[src/rtl/cpu_pkg.sv]
// -----------------------------------------------------------------------------
// cpu_pkg
//   Shared definitions for the 8-bit legacy CPU sequencer:
//   - cpu_state_e : 3-bit CPU state encoding seen by the control unit
//   - FLAG_*      : bit positions inside the flags register
//   - NOP_OPCODE  : instruction register value after reset
//   - needs_imm() : true for opcodes that are followed by an immediate byte
// -----------------------------------------------------------------------------
package cpu_pkg;

  typedef enum logic [2:0] {
    FETCH     = 3'd0,
    DECODE    = 3'd1,
    EXECUTE   = 3'd2,
    MEMORY    = 3'd3,
    WRITEBACK = 3'd4,
    INTERRUPT = 3'd5,
    HALT      = 3'd6
  } cpu_state_e;

  // Flags register bit indices.
  localparam int unsigned FLAG_C = 0;
  localparam int unsigned FLAG_Z = 1;
  localparam int unsigned FLAG_N = 2;
  localparam int unsigned FLAG_V = 3;
  localparam int unsigned FLAG_I = 4;

  localparam logic [7:0] NOP_OPCODE = 8'h65;

  // Opcode groups (upper nibble) that carry a one-byte immediate operand.
  localparam logic [3:0] IMM_GROUP_A = 4'h4;
  localparam logic [3:0] IMM_GROUP_B = 4'h5;

  function automatic logic needs_imm(input logic [7:0] opcode);
    return (opcode[7:4] == IMM_GROUP_A) || (opcode[7:4] == IMM_GROUP_B);
  endfunction

endpackage

[src/rtl/fetch_timeout_counter.sv]
// -----------------------------------------------------------------------------
// fetch_timeout_counter
//   Counts consecutive cycles a fetch request waits for its acknowledge.
//   Ports:
//     clk, rst  : clock, synchronous active-high reset
//     clear     : zero the count (takes priority over enable)
//     enable    : count this cycle as a wait cycle
//     limit     : number of wait cycles that constitutes a timeout (>= 1)
//     expired   : high in the wait cycle that makes the count reach limit
// -----------------------------------------------------------------------------
module fetch_timeout_counter #(
  parameter int unsigned W = 8
) (
  input  logic         clk,
  input  logic         rst,
  input  logic         clear,
  input  logic         enable,
  input  logic [W-1:0] limit,
  output logic         expired
);

  logic [W-1:0] count_q;
  logic [W-1:0] count_d;
  logic [W:0]   count_next_wide;

  // Extra bit so the comparison cannot wrap at the top of the range.
  assign count_next_wide = {1'b0, count_q} + {{W{1'b0}}, 1'b1};
  assign expired         = enable && !clear && (count_next_wide >= {1'b0, limit});

  always_comb begin
    // NOTE: every always_comb output gets a default first so no path leaves it unassigned (no latch).
    count_d = count_q;
    if (clear) begin
      count_d = '0;
    end else if (enable) begin
      count_d = count_next_wide[W-1:0];
    end
  end

  always_ff @(posedge clk) begin
    // NOTE: reset is synchronous: it is just the highest-priority branch under the clock edge.
    if (rst) begin
      count_q <= '0;
    end else begin
      // NOTE: state registers use non-blocking assignment so every flop samples pre-edge values.
      count_q <= count_d;
    end
  end

endmodule

[src/rtl/fetch_sequencer.sv]
// -----------------------------------------------------------------------------
// fetch_sequencer
//   Instruction sequencer of the 8-bit legacy CPU. Owns the PC, the
//   instruction/operand fetch handshake and interrupt entry, and presents the
//   CPU state plus the latched instruction byte to the control unit.
//   Ports:
//     clk, rst               : clock, synchronous active-high reset
//     mem_req/mem_addr       : fetch request and address (address = pc)
//     mem_rdata/mem_ack      : fetch data and completion (ack ignored w/o req)
//     dmem_done              : datapath data access finished (ends MEMORY)
//     pc_write_en/pc_target  : control-unit PC load, applied in EXECUTE
//     halt_cpu, mem_access   : control-unit decisions taken in EXECUTE
//     irq, irq_en            : level interrupt request and enable flag
//     state                  : current CPU state (cpu_state_e encoding)
//     instruction, operand   : latched opcode and immediate byte
//     pc                     : program counter
//     irq_ack                : high for the single INTERRUPT cycle
//     bus_err                : sticky fetch-timeout flag, cleared only by rst
// -----------------------------------------------------------------------------
module fetch_sequencer
  import cpu_pkg::*;
#(
  parameter logic [7:0]  RESET_VECTOR  = 8'h00,
  parameter logic [7:0]  IRQ_VECTOR    = 8'hF0,
  parameter int unsigned FETCH_TIMEOUT = 15
) (
  input  logic       clk,
  input  logic       rst,
  output logic       mem_req,
  output logic [7:0] mem_addr,
  input  logic [7:0] mem_rdata,
  input  logic       mem_ack,
  input  logic       dmem_done,
  input  logic       pc_write_en,
  input  logic [7:0] pc_target,
  input  logic       halt_cpu,
  input  logic       mem_access,
  input  logic       irq,
  input  logic       irq_en,
  output logic [2:0] state,
  output logic [7:0] instruction,
  output logic [7:0] operand,
  output logic [7:0] pc,
  output logic       irq_ack,
  output logic       bus_err
);

  cpu_state_e state_q, state_d;
  logic [7:0] pc_q, pc_d;
  logic [7:0] instruction_q, instruction_d;
  logic [7:0] operand_q, operand_d;
  logic       mem_req_q, mem_req_d;
  logic       irq_ack_q, irq_ack_d;
  logic       bus_err_q, bus_err_d;

  logic       ack;
  logic       irq_take;
  logic       timeout;

  // An acknowledge only counts while a request is actually outstanding.
  assign ack      = mem_ack && mem_req_q;
  assign irq_take = irq && irq_en;

  // Count restarts whenever no request is outstanding (so every request
  // starts from zero) and on each completed handshake.
  fetch_timeout_counter #(
    .W (8)
  ) u_timeout (
    .clk     (clk),
    .rst     (rst),
    .clear   (!mem_req_q || ack),
    .enable  (mem_req_q && !mem_ack),
    .limit   (8'(FETCH_TIMEOUT)),
    .expired (timeout)
  );

  always_comb begin
    state_d       = state_q;
    pc_d          = pc_q;
    instruction_d = instruction_q;
    operand_d     = operand_q;
    bus_err_d     = bus_err_q;

    case (state_q)
      FETCH: begin
        if (timeout) begin
          bus_err_d = 1'b1;
          state_d   = HALT;
        end else if (ack) begin
          instruction_d = mem_rdata;
          pc_d          = pc_q + 8'd1;
          state_d       = DECODE;
        end
      end
      DECODE: begin
        if (needs_imm(instruction_q)) begin
          if (timeout) begin
            bus_err_d = 1'b1;
            state_d   = HALT;
          end else if (ack) begin
            operand_d = mem_rdata;
            pc_d      = pc_q + 8'd1;
            state_d   = EXECUTE;
          end
        end else begin
          state_d = EXECUTE;
        end
      end
      EXECUTE: begin
        // A PC load still happens when the same instruction halts.
        if (pc_write_en) begin
          pc_d = pc_target;
        end
        if (halt_cpu) begin
          state_d = HALT;
        end else if (mem_access) begin
          state_d = MEMORY;
        end else begin
          state_d = WRITEBACK;
        end
      end
      MEMORY: begin
        if (dmem_done) begin
          state_d = WRITEBACK;
        end
      end
      WRITEBACK: begin
        state_d = irq_take ? INTERRUPT : FETCH;
      end
      INTERRUPT: begin
        pc_d    = IRQ_VECTOR;
        state_d = FETCH;
      end
      HALT: begin
        if (irq_take) begin
          state_d = INTERRUPT;
        end
      end
      default: begin
        state_d = FETCH;
      end
    endcase

    // Outputs are registered, so they are decoded from the next state.
    mem_req_d = (state_d == FETCH) ||
                ((state_d == DECODE) && needs_imm(instruction_d));
    irq_ack_d = (state_d == INTERRUPT);
  end

  always_ff @(posedge clk) begin
    if (rst) begin
      state_q       <= FETCH;
      pc_q          <= RESET_VECTOR;
      instruction_q <= NOP_OPCODE;
      operand_q     <= 8'h00;
      mem_req_q     <= 1'b0;
      irq_ack_q     <= 1'b0;
      bus_err_q     <= 1'b0;
    end else begin
      state_q       <= state_d;
      pc_q          <= pc_d;
      instruction_q <= instruction_d;
      operand_q     <= operand_d;
      mem_req_q     <= mem_req_d;
      irq_ack_q     <= irq_ack_d;
      bus_err_q     <= bus_err_d;
    end
  end

  assign state       = state_q;
  assign pc          = pc_q;
  assign mem_addr    = pc_q;
  assign mem_req     = mem_req_q;
  assign instruction = instruction_q;
  assign operand     = operand_q;
  assign irq_ack     = irq_ack_q;
  assign bus_err     = bus_err_q;

endmodule

[config.mk]
export PLATFORM = sky130hd
export DESIGN_NAME = fetch_sequencer
export DESIGN_NICKNAME = d
export VERILOG_FILES = /design/src/rtl/cpu_pkg.sv /design/src/rtl/fetch_timeout_counter.sv /design/src/rtl/fetch_sequencer.sv
export SDC_FILE = /design/constraint.sdc
export NUM_CORES = 1
export LEC_CHECK = 0
export CELL_PAD_IN_SITES_DETAIL_PLACEMENT = 0
export CELL_PAD_IN_SITES_GLOBAL_PLACEMENT = 1
export CORE_MARGIN = 3
export CORE_UTILIZATION = 34
export CTS_CLUSTER_SIZE = 30
export DETAILED_ROUTE_END_ITERATION = 10
export PLACE_DENSITY_LB_ADDON = 0.1
export REMOVE_ABC_BUFFERS = 1
export SYNTH_ARGS = -nofsm -noshare
export SYNTH_HDL_FRONTEND = slang
export SYNTH_SLANG_ARGS = --single-unit
[constraint.sdc]
create_clock -name clk -period 2.55 [get_ports clk]
set_clock_uncertainty 0.05 [all_clocks]
set_input_delay 0.3825 -clock clk [delete_from_list [all_inputs] [get_ports clk]]
set_output_delay 0.3825 -clock clk [all_outputs]
set_load 0.005 [all_outputs]
# After elaboration in Yosys (flattened, before gate mapping)
# Cells that the tools add are included.
[totals]
wordCells = 71
in_bits = 25
out_inout_bits = 38
reg_bits = 38
[op_classes]
reduce_logical = 22
n_bitwise = 1
addsub = 2
n_eq_ne = 14
n_lt_le_gt_ge = 1
muxes = 22
[ops]
columns = ["cell", "count"]
rows = [
  ["8-bit two-way mux", 7],
  ["8-bit one-hot mux with 4 select lines", 1],
  ["3-bit two-way mux", 10],
  ["3-bit one-hot mux with 6 select lines", 1],
  ["4-bit by 3-bit equality test with 1-bit output (second input constant)", 4],
  ["3-bit equality test (second input constant)", 4],
  ["8-bit by 1-bit adder with 9-bit output (second input constant)", 1],
  ["9-bit by 4-bit >= comparator with 1-bit output (second input constant)", 1],
  ["8-bit by 1-bit adder with 8-bit output (second input constant)", 1],
  ["3-bit by 1-bit equality test with 1-bit output (second input constant)", 2],
  ["3-bit by 2-bit equality test with 1-bit output (second input constant)", 2],
  ["1-bit logical AND", 6],
  ["3-bit zero test", 2],
  ["3-bit AND reduction", 2],
  ["1-bit logical OR", 4],
  ["2-bit != test (second input constant)", 2],
  ["4-bit AND reduction", 1],
  ["4-bit nonzero test", 1],
  ["1-bit zero test", 3],
  ["1-bit two-way mux", 2],
  ["1-bit one-hot mux with 2 select lines", 1],
  ["2-bit AND reduction", 1],
  ["2-bit nonzero test", 1],
  ["2-bit OR reduction", 1],
  ["1-bit NOT", 1],
]

# Longest topological paths before layout
# Gate-level depths: netlist (run 1).
[depth]
ltp_word = 11
depth_mapped = 7
mapped_depth_nobuf = 7

# Cells and area by module
# A second synthesis (run 1) with hierarchy kept.
[unflattened]
cells_unflattened = 287
hier_area_um2 = 2362.3
[modules_own_cells]
columns = ["module", "seq_area_each_um2", "n_inst", "cells_per_inst", "area_per_inst_um2"]
rows = [
  ["fetch_sequencer", 600.6, 1, 206, 1696.6],
  ["fetch_timeout_counter", 160.2, 1, 81, 665.6],
]

# Worst setup path after synthesis (run 1)
# No wires, ideal clock.
[synth_path]
path_type = "register to register"
from = "register u_timeout.count_q[0]"
to = "register state_q[2] (netlist: state[2])"
required_time_ns = 2.383
arrival_time_ns = 1.842
synth_period_minus_slack_ns = 2.009
setup_ns = 0.117
n_path_buf = 0
stages_incl_launch_ff = 7
path_slack_ns = 0.541
cell_sequence = "dfxtp_1 ha_1 xor2_1 or4_1 a211o_1 or2_1 a32o_1"
[synth_between]
elab_chain_cells = 6
elab_cells_between_ends = 7
cone_classes = "1 x add/sub; 1 x order compare; 4 x mux; 1 x reduce/logical"
[synth_lines]
columns = ["element", "line", "rtl"]
rows = [
  ["start, declared", "fetch_timeout_counter.sv:22", "logic [W-1:0] count_q;"],
  ["start signal, assigned", "fetch_timeout_counter.sv:46", "count_q <= count_d;"],
  ["8-bit by 1-bit adder with 9-bit output (*)", "fetch_timeout_counter.sv:27", "assign count_next_wide = {1'b0, count_q} + {{W{1'b0}}, 1'b1};"],
  ["9-bit by 4-bit >= comparator with 1-bit output (*)", "fetch_timeout_counter.sv:28", "assign expired = enable && !clear && (count_next_wide >= {1'b0, limit});"],
  ["1-bit logical AND (*)", "fetch_timeout_counter.sv:28", ""],
  ["3-bit two-way mux", "fetch_sequencer.sv:97", "if (timeout) begin"],
  ["3-bit two-way mux", "fetch_sequencer.sv:96", "if (needs_imm(instruction_q)) begin"],
  ["3-bit one-hot mux with 6 select lines (*)", "fetch_sequencer.sv:84", "case (state_q)"],
  ["end signal, assigned", "fetch_sequencer.sv:160", "state_q <= state_d;"],
  ["end, declared", "fetch_sequencer.sv:48", "cpu_state_e state_q, state_d;"],
]
# Every way passes the cells marked *; elsewhere a longest branch is shown, timed or not.
# A chain may end at the register's enable or synchronous reset.

# Worst setup path in the final report (run 1)
[layout_path]
from = "register u_timeout.count_q[0]"
to = "register bus_err_q (netlist: bus_err)"
[layout_between]
elab_chain_cells = 6
[layout_lines]
columns = ["element", "line", "rtl"]
rows = [
  ["8-bit by 1-bit adder with 9-bit output (*)", "fetch_timeout_counter.sv:27", ""],
  ["9-bit by 4-bit >= comparator with 1-bit output (*)", "fetch_timeout_counter.sv:28", ""],
  ["1-bit logical AND (*)", "fetch_timeout_counter.sv:28", ""],
  ["1-bit two-way mux (*)", "-", ""],
  ["1-bit two-way mux", "-", ""],
  ["1-bit one-hot mux with 2 select lines (*)", "-", ""],
  ["end signal, assigned", "fetch_sequencer.sv:166", "bus_err_q <= bus_err_d;"],
  ["end, declared", "fetch_sequencer.sv:54", "logic bus_err_q, bus_err_d;"],
]
# Every way passes the cells marked *; elsewhere a longest branch is shown, timed or not. The select of a mux whose other input is x is not followed.

==> PnR_summary.wiki, run 1 <==
{| class="wikitable"
! Metric !! Value
|-
| Average via count per standard cell || about 5.1
|-
| Max IR drop VDD || ~0.22 mV
|-
| Share of post-route cells with drive strength above 1 || about 8.3%
|-
| Reg-to-reg slack, setup || about 400 ps
|-
| Highest fanout seen on the critical path || 7
|-
| Via count of the first global-routing pass || approximately 1.8k
|-
| Routability cong. || about 0.78
|-
| Clock network latency to the later pin of the worst-skew pair || around 290 ps
|-
| # resized after CTS || 0
|-
| Post-route cell area || around 2800 µm²
|-
| Netlist area before placement || 2050 µm²
|-
| Port Buf Inserts || 62
|-
| Largest net degree at the start of global routing || 24
|-
| Largest family of logic cells by synthesized area || simple AND/OR/NAND/NOR gates
|-
| Placeable core region || roughly 5700 µm²
|-
| Mean area per synthesized cell || ~8.5 µm²
|-
| Die height || between 80 and 90 µm
|-
| First drt pass iteration count || 4
|-
| Synth Area in XOR/XNOR || around 3.9%
|-
| Category of the worst setup path capture point || flop
|-
| Worst rel slew slack || between 50% and 60%
|-
| Slew at the pin with the worst max-slew slack || a little over 600 ps
|-
| # hold bufs at CTS || 0
|-
| Area fraction in compound gates after synthesis || 16.1%
|-
| CP required || between 2000 and 3000 ps
|-
| Synth Register Bits || 38
|-
| Share of synthesized area spent on multiplexers || 4.40%
|-
| Cell types occupying the most area after synthesis || sky130_fd_sc_hd__dfxtp_1 37%, sky130_fd_sc_hd__nor2_1 4.6%, sky130_fd_sc_hd__mux2i_1 4.4%
|-
| Power density of the placed cells || ~570 nW/µm²
|-
| Count of nets after finishing || ~330
|-
| Overall via count from detail_route || between 1.5k and 2k
|-
| Type of the worst min-delay path || flop to flop
|-
| Critical Path Slowest Stage Cell || sky130_fd_sc_hd__or4_1
|-
| Starting density of the core || 36.0%
|-
| Pins Over Slew Limit || 0
|-
| Synth Instances || around 240
|-
| Fillers || roughly 580
|-
| Maximum operating frequency || roughly 0.46 GHz
|-
| Result of the run || complete, no violations
|-
| Total Die Area || between 6000 and 7000 µm²
|-
| Iteration-0 DRC Markers || a little over 100
|-
| FP Rows || 27
|-
| Worst-case reg-to-reg path depth || 6
|-
| Library cell with the largest summed area after synthesis || sky130_fd_sc_hd__dfxtp_1
|-
| Worst EP arrival || 2300 ps
|-
| Remaining DRCs || 0
|-
| Die Wd || approximately 84 µm
|-
| Top-area cell type share of the netlist area || 37.2%
|-
| Drt total wl || just over 5 mm
|-
| Clock slew at the register clock pins of the worst setup and hold paths || 80 ps
|-
| Number of diodes || 0
|-
| Number of antenna violations at the first check in global routing || 0
|-
| Post-Synth Simple-Gate Area || 29.2%
|-
| Number of flops mapped to enable cells by yosys || 0
|-
| Setup repair after global routing missed its margin || false
|-
| Clock tree from TritonCTS || built
|-
| CTS H-tree depth || 2
|-
| Most used flip-flop cell after synthesis || sky130_fd_sc_hd__dfxtp_1
|-
| Root buffer cell || sky130_fd_sc_hd__clkbuf_8
|-
| Worst hold stages || 2
|-
| Ports placed on the boundary || 63
|-
| Final Hold Fails || 0
|-
| Crit path setup slack, layout || 392 ps
|-
| Number of nets with antenna violations after routing || 0
|-
| Standard cell area after detailed placement || 2690 µm²
|-
| Yosys synthesis warning count || 0
|-
| Growth of design area from synthesis to finish || 36.4%
|-
| Minimum setup slack after placement || around 280 ps
|-
| Total congestion overflow || 0
|-
| Nature of the critical path startpoint || flop
|-
| First-pass GRT wire length || a little under 9 mm
|-
| Final count of negative-setup-slack endpoints || 0
|-
| Fraction of synthesis flops using an asynchronous set or reset pin || 0%
|-
| Cell breakdown of the critical path || ha_1 -> xor2_1 -> or4_1 -> a211o_1 -> or2_1 -> a32o_1
|-
| Routed wire per std cell || ~14 µm
|-
| Max_cap viols || 0
|-
| Clock buffer depth || 2
|-
| Maximum cell stage delay along the critical path || around 390 ps
|-
| Distinct cell type count of the synthesized netlist || between 50 and 60
|-
| Arithmetic-cell share of the synthesized area counting full adders, half adders and majority gates || around 1.8%
|-
| Setup Buffers After CTS || 0
|-
| TritonCTS Sinks || 38
|-
| Fin Setup TNS || 0 ps
|-
| Final worst path period need || roughly 2200 ps
|-
| Cell with the most instances after synthesis || sky130_fd_sc_hd__dfxtp_1
|-
| Critical path start-end classification || flop to flop
|-
| Synth top cells by count || 38 x sky130_fd_sc_hd__dfxtp_1, 25 x sky130_fd_sc_hd__nor2_1, 24 x sky130_fd_sc_hd__nand2_1
|-
| Global-route total usage across every layer || between 10% and 20%
|-
| Number of buffers created by CTS || 5
|-
| Leak pwr || around 1 nW
|-
| Final HPWL from detailed placement || roughly 4 mm
|-
| Proportion of synthesized chip area in sequential cells || between 30% and 40%
|-
| Final period utilization || between 80 and 90%
|}
## through the flow
stage	std cells	util (%)	power (W)	hold WS [ps]
after CTS	373	49.2	0.00160	408
final	373	49.2	0.00158	405
after global placement	365	47.4	0.00115	400
after floorplan	222	-	0.000903	397
after detailed placement	365	47.4	0.00115	396
after global routing	373	49.2	0.00168	432
## cell families after synthesis
group,count (synthesis)
multiplexers,9
buffers and inverters,24
flip-flops,38
XOR/XNOR,9
AO/OA/AOI/OAI,48
adder cells (fa/ha/maj),3
AND/OR/NAND/NOR,110
## placed cells by master, fill, tap and decap left out, types with 4 or more instances in the layout
master | synthesis | layout
sky130_fd_sc_hd__a211oi_1 | 5 | 5
sky130_fd_sc_hd__a21oi_1 | 16 | 16
sky130_fd_sc_hd__mux2i_1 | 9 | 9
sky130_fd_sc_hd__nor2_1 | 25 | 25
sky130_fd_sc_hd__inv_1 | 4 | 4
sky130_fd_sc_hd__nor4_1 | 4 | 4
sky130_fd_sc_hd__nor3b_1 | 6 | 6
sky130_fd_sc_hd__clkdlybuf4s50_1 | 0 | 62
sky130_fd_sc_hd__buf_4 | 8 | 9
sky130_fd_sc_hd__o21ai_0 | 7 | 7
sky130_fd_sc_hd__xnor2_1 | 6 | 6
sky130_fd_sc_hd__nand2_1 | 24 | 24
sky130_fd_sc_hd__dfxtp_1 | 38 | 38
sky130_fd_sc_hd__nor3_1 | 9 | 9
sky130_fd_sc_hd__or3_1 | 4 | 4
sky130_fd_sc_hd__nand3_1 | 12 | 12
sky130_fd_sc_hd__and3_1 | 5 | 5
sky130_fd_sc_hd__clkbuf_8 | 0 | 6
## metal layers
metal	up-vias	wire, µm	track usage [%]
li1	975	-	-
met1	880	2600	22.1
met2	53	2220	21.8
met3	2	342	5.23
met4	0	23	3.51
met5	-	0	0
## critical path: cells and delay by family, from the launching register on
family | cells | cell delay [ps]
flops | 1 | 380
compound gates | 2 | 550
fa+ha+maj | 1 | 280
xor+xnor | 1 | 150
simple gates | 2 | 650
## state kept, by name, summed over array words and instances, names as in the netlist
name and flops:
bus_err 1, instruction 8, irq_ack 1, mem_addr 8
mem_req 1, operand 8, state 3, u_timeout.count_q 8
## path summary, 6_finish.rpt
kind | startpoint | end
setup / recovery | u_timeout.count_q[0]$_SDFFE_PP0P_ | bus_err$_SDFFE_PP0P_
hold / removal | instruction[1]$_SDFFE_PP0P_ | instruction[1]$_SDFFE_PP0P_
setup reg to reg | u_timeout.count_q[0]$_SDFFE_PP0P_ | bus_err$_SDFFE_PP0P_
hold reg to reg | instruction[1]$_SDFFE_PP0P_ | instruction[1]$_SDFFE_PP0P_
## layout make-up
cell class / count / area [µm²] / area share, %
clock buffers: 6 / 82.6 / 2.96
clock inverters: 2 / 16.3 / 0.583
inverters: 5 / 18.8 / 0.673
multi-input cells: 179 / 1130 / 40.6
flip-flops and latches: 38 / 761 / 27.3
well taps: 72 / 90.1 / 3.23
repair buffers: 71 / 688 / 24.7
## report_power, final
| group | total (W) | switching, W | internal, W |
|---|---|---|---|
| Sequential | 0.000700 | 0.0000623 | 0.000637 |
| Combinational | 0.000430 | 0.000185 | 0.000245 |
| Clock | 0.000449 | 0.000226 | 0.000223 |
| Total | 0.00158 | 0.000473 | 0.00110 |
Note: power is estimated with default switching activity, not from simulation.
==> run 2, diff against run 1 <==
--- a/config.mk
+++ b/config.mk
@@ -8,7 +8,7 @@
 export CELL_PAD_IN_SITES_DETAIL_PLACEMENT = 0
 export CELL_PAD_IN_SITES_GLOBAL_PLACEMENT = 1
 export CORE_MARGIN = 3
-export CORE_UTILIZATION = 34
+export CORE_UTILIZATION = 31
 export CTS_CLUSTER_SIZE = 30
 export DETAILED_ROUTE_END_ITERATION = 10
 export PLACE_DENSITY_LB_ADDON = 0.1
==> constraint.sdc (replaced) <==
create_clock -name clk -period 1.91 [get_ports clk]
set_clock_uncertainty 0.05 [all_clocks]
set_input_delay 0.2865 -clock clk [delete_from_list [all_inputs] [get_ports clk]]
set_output_delay 0.2865 -clock clk [all_outputs]
set_load 0.005 [all_outputs]
==> PnR_summary.wiki, run 2 (synthesis results as in run 1) <==
{| class="wikitable"
! Metric !! Value
|-
| Growth of design area from synthesis to finish || 48.4%
|-
| Standard cell area after detailed placement || about 2900 µm²
|-
| Post-route cell area || a little over 3000 µm²
|-
| Die height || about 87 µm
|-
| FP Rows || 28
|-
| Cell Count, Final, Fillers Out || 400
|-
| Max IR drop VDD || around 0.33 mV
|-
| Fillers || 613
|-
| First drt pass iteration count || 4
|-
| Crit path setup slack, layout || -53.2 ps
|-
| Clock slew at the register clock pins of the worst setup and hold paths || around 80 ps
|-
| Critical path start-end classification || flop to flop
|-
| Share of post-route cells with drive strength above 1 || between 10% and 20%
|-
| Failing checks || negative setup slack
|-
| Type of the worst min-delay path || flop to flop
|-
| Setup repair after global routing missed its margin || true
|-
| Total congestion overflow || 0
|-
| Count of nets after finishing || ~350
|-
| Pins Over Slew Limit || 0
|-
| Routed wire per std cell || 14.2 µm
|-
| Ports placed on the boundary || 63
|-
| Via count of the first global-routing pass || slightly below 2k
|-
| Clock network latency to the later pin of the worst-skew pair || 300 ps
|-
| Final count of negative-setup-slack endpoints || 3
|-
| Port Buf Inserts || 62
|-
| Remaining DRCs || 0
|-
| Number of buffers created by CTS || 5
|-
| Global-route total usage across every layer || between 10% and 20%
|-
| CTS H-tree depth || 2
|-
| Number of cells in the design after placement || just under 400
|-
| Clock tree from TritonCTS || built
|-
| Nature of the critical path startpoint || flop
|-
| Commonest cells after routing, fill and taps aside || 62 x sky130_fd_sc_hd__clkdlybuf4s50_1, 35 x sky130_fd_sc_hd__dfxtp_1, 32 x sky130_fd_sc_hd__buf_4
|-
| Leak pwr || 1.12 nW
|-
| Max_cap viols || 0
|-
| Worst rel slew slack || approximately 70%
|-
| Number of diodes || 0
|-
| Minimum setup slack after placement || -146 ps
|-
| Drt total wl || around 5.7 mm
|-
| Root buffer cell || sky130_fd_sc_hd__clkbuf_8
|-
| Placeable core region || between 6000 and 7000 µm²
|-
| Worst EP arrival || roughly 2100 ps
|-
| Largest net degree at the start of global routing || 14
|-
| Starting density of the core || 33.2%
|-
| Maximum operating frequency || roughly 0.5 GHz
|-
| Iteration-0 DRC Markers || just under 70
|-
| CP required || 2060 ps
|-
| Number of nets with antenna violations after routing || 0
|-
| Reg-to-reg slack, setup || -50 ps
|-
| Overall via count from detail_route || 1992
|-
| Average via count per standard cell || between 4 and 5
|-
| Most common cell after layout, fill and taps aside || sky130_fd_sc_hd__clkdlybuf4s50_1
|-
| Clock buffer depth || 2
|-
| Final Hold Fails || 0
|-
| Routability cong. || a little under 0.8
|-
| Final HPWL from detailed placement || between 4 and 5 mm
|-
| Number of antenna violations at the first check in global routing || 0
|-
| Result of the run || finished, violations left
|-
| Final period utilization || 103%
|-
| # hold bufs at CTS || 0
|-
| TritonCTS Sinks || 38
|-
| Power density of the placed cells || 746 nW/µm²
|-
| Total Die Area || between 7000 and 8000 µm²
|-
| Die Wd || approximately 87 µm
|-
| Category of the worst setup path capture point || flop
|-
| First-pass GRT wire length || ~9.5 mm
|-
| Slew at the pin with the worst max-slew slack || ~440 ps
|-
| Highest fanout seen on the critical path || 4
|-
| Final worst path period need || between 1500 and 2000 ps
|}
[run 2: cell types whose count changed in the layout (fill, tap and decap cells not counted), sizes merged]
cell and change:
clkbuf -1, clkinvlp +1, buf +24, inv -1, bufinv +1
[run 2: critical path: stages, from the launching register on]
cell and delay, ps:
sky130_fd_sc_hd__dfxtp_4 370, sky130_fd_sc_hd__ha_4 160, sky130_fd_sc_hd__xor2_1 130, sky130_fd_sc_hd__or4_1 390, sky130_fd_sc_hd__a211o_1 290, sky130_fd_sc_hd__or2_4 250, sky130_fd_sc_hd__a32o_1 240
[run 2: layout make-up]
cell class | instances | area (µm²) | share of cell area (%)
clock buffer | 5 | 68.8 | 2.27
clock inverter | 3 | 45.0 | 1.48
inverter | 5 | 18.8 | 0.618
multi-input combinational | 179 | 1160 | 38.3
sequential | 38 | 767 | 25.3
tap | 75 | 93.8 | 3.09
timing repair buffer | 95 | 881 | 29.0
[run 2: report_power, final]
| part | internal (W) | switching (W) |
|---|---|---|
| registers | 0.000851 | 0.0000776 |
| logic | 0.000359 | 0.000266 |
| clock network | 0.000389 | 0.000322 |
| total | 0.00160 | 0.000666 |
[run 2: through the flow]
step	power [W]	utilization, %	hold slack (ps)	setup TNS (ps)
after floorplan	0.00121	-	306	-204
after global placement	0.00157	46.7	400	-1130
after detailed placement	0.00157	46.7	410	-1400
after CTS	0.00230	48.8	422	-283
after global routing	0.00241	49.2	441	-345
final	0.00226	49.2	416	-94.0
[run 2: per-layer routing]
layer	share of wire [%]	GRT usage [%]
met5	0	0
met4	1.1	5.16
met3	5.9	4.35
met2	48	26.5
met1	45	19.5
[run 2: what timing repair did]
action | CTS | global route
buffers inserted | 0 | 1
gates resized for setup | 5 | 4
gates cloned | 0 | 0
setup endpoints to repair | 4 | 4
pin swaps | 3 | 6
[run 2: worst paths after layout]
check                                                  startpoint                         to  cells past startpoint
worst min register to register          instruction[4]$_SDFF_PP0_  instruction[4]$_SDFF_PP0_                      2
worst max-delay path            u_timeout.count_q[1]$_SDFFE_PP0P_       bus_err$_SDFFE_PP0P_                      6
worst min-delay path                    instruction[4]$_SDFF_PP0_  instruction[4]$_SDFF_PP0_                      2
worst max register to register  u_timeout.count_q[1]$_SDFFE_PP0P_       bus_err$_SDFFE_PP0P_                      6
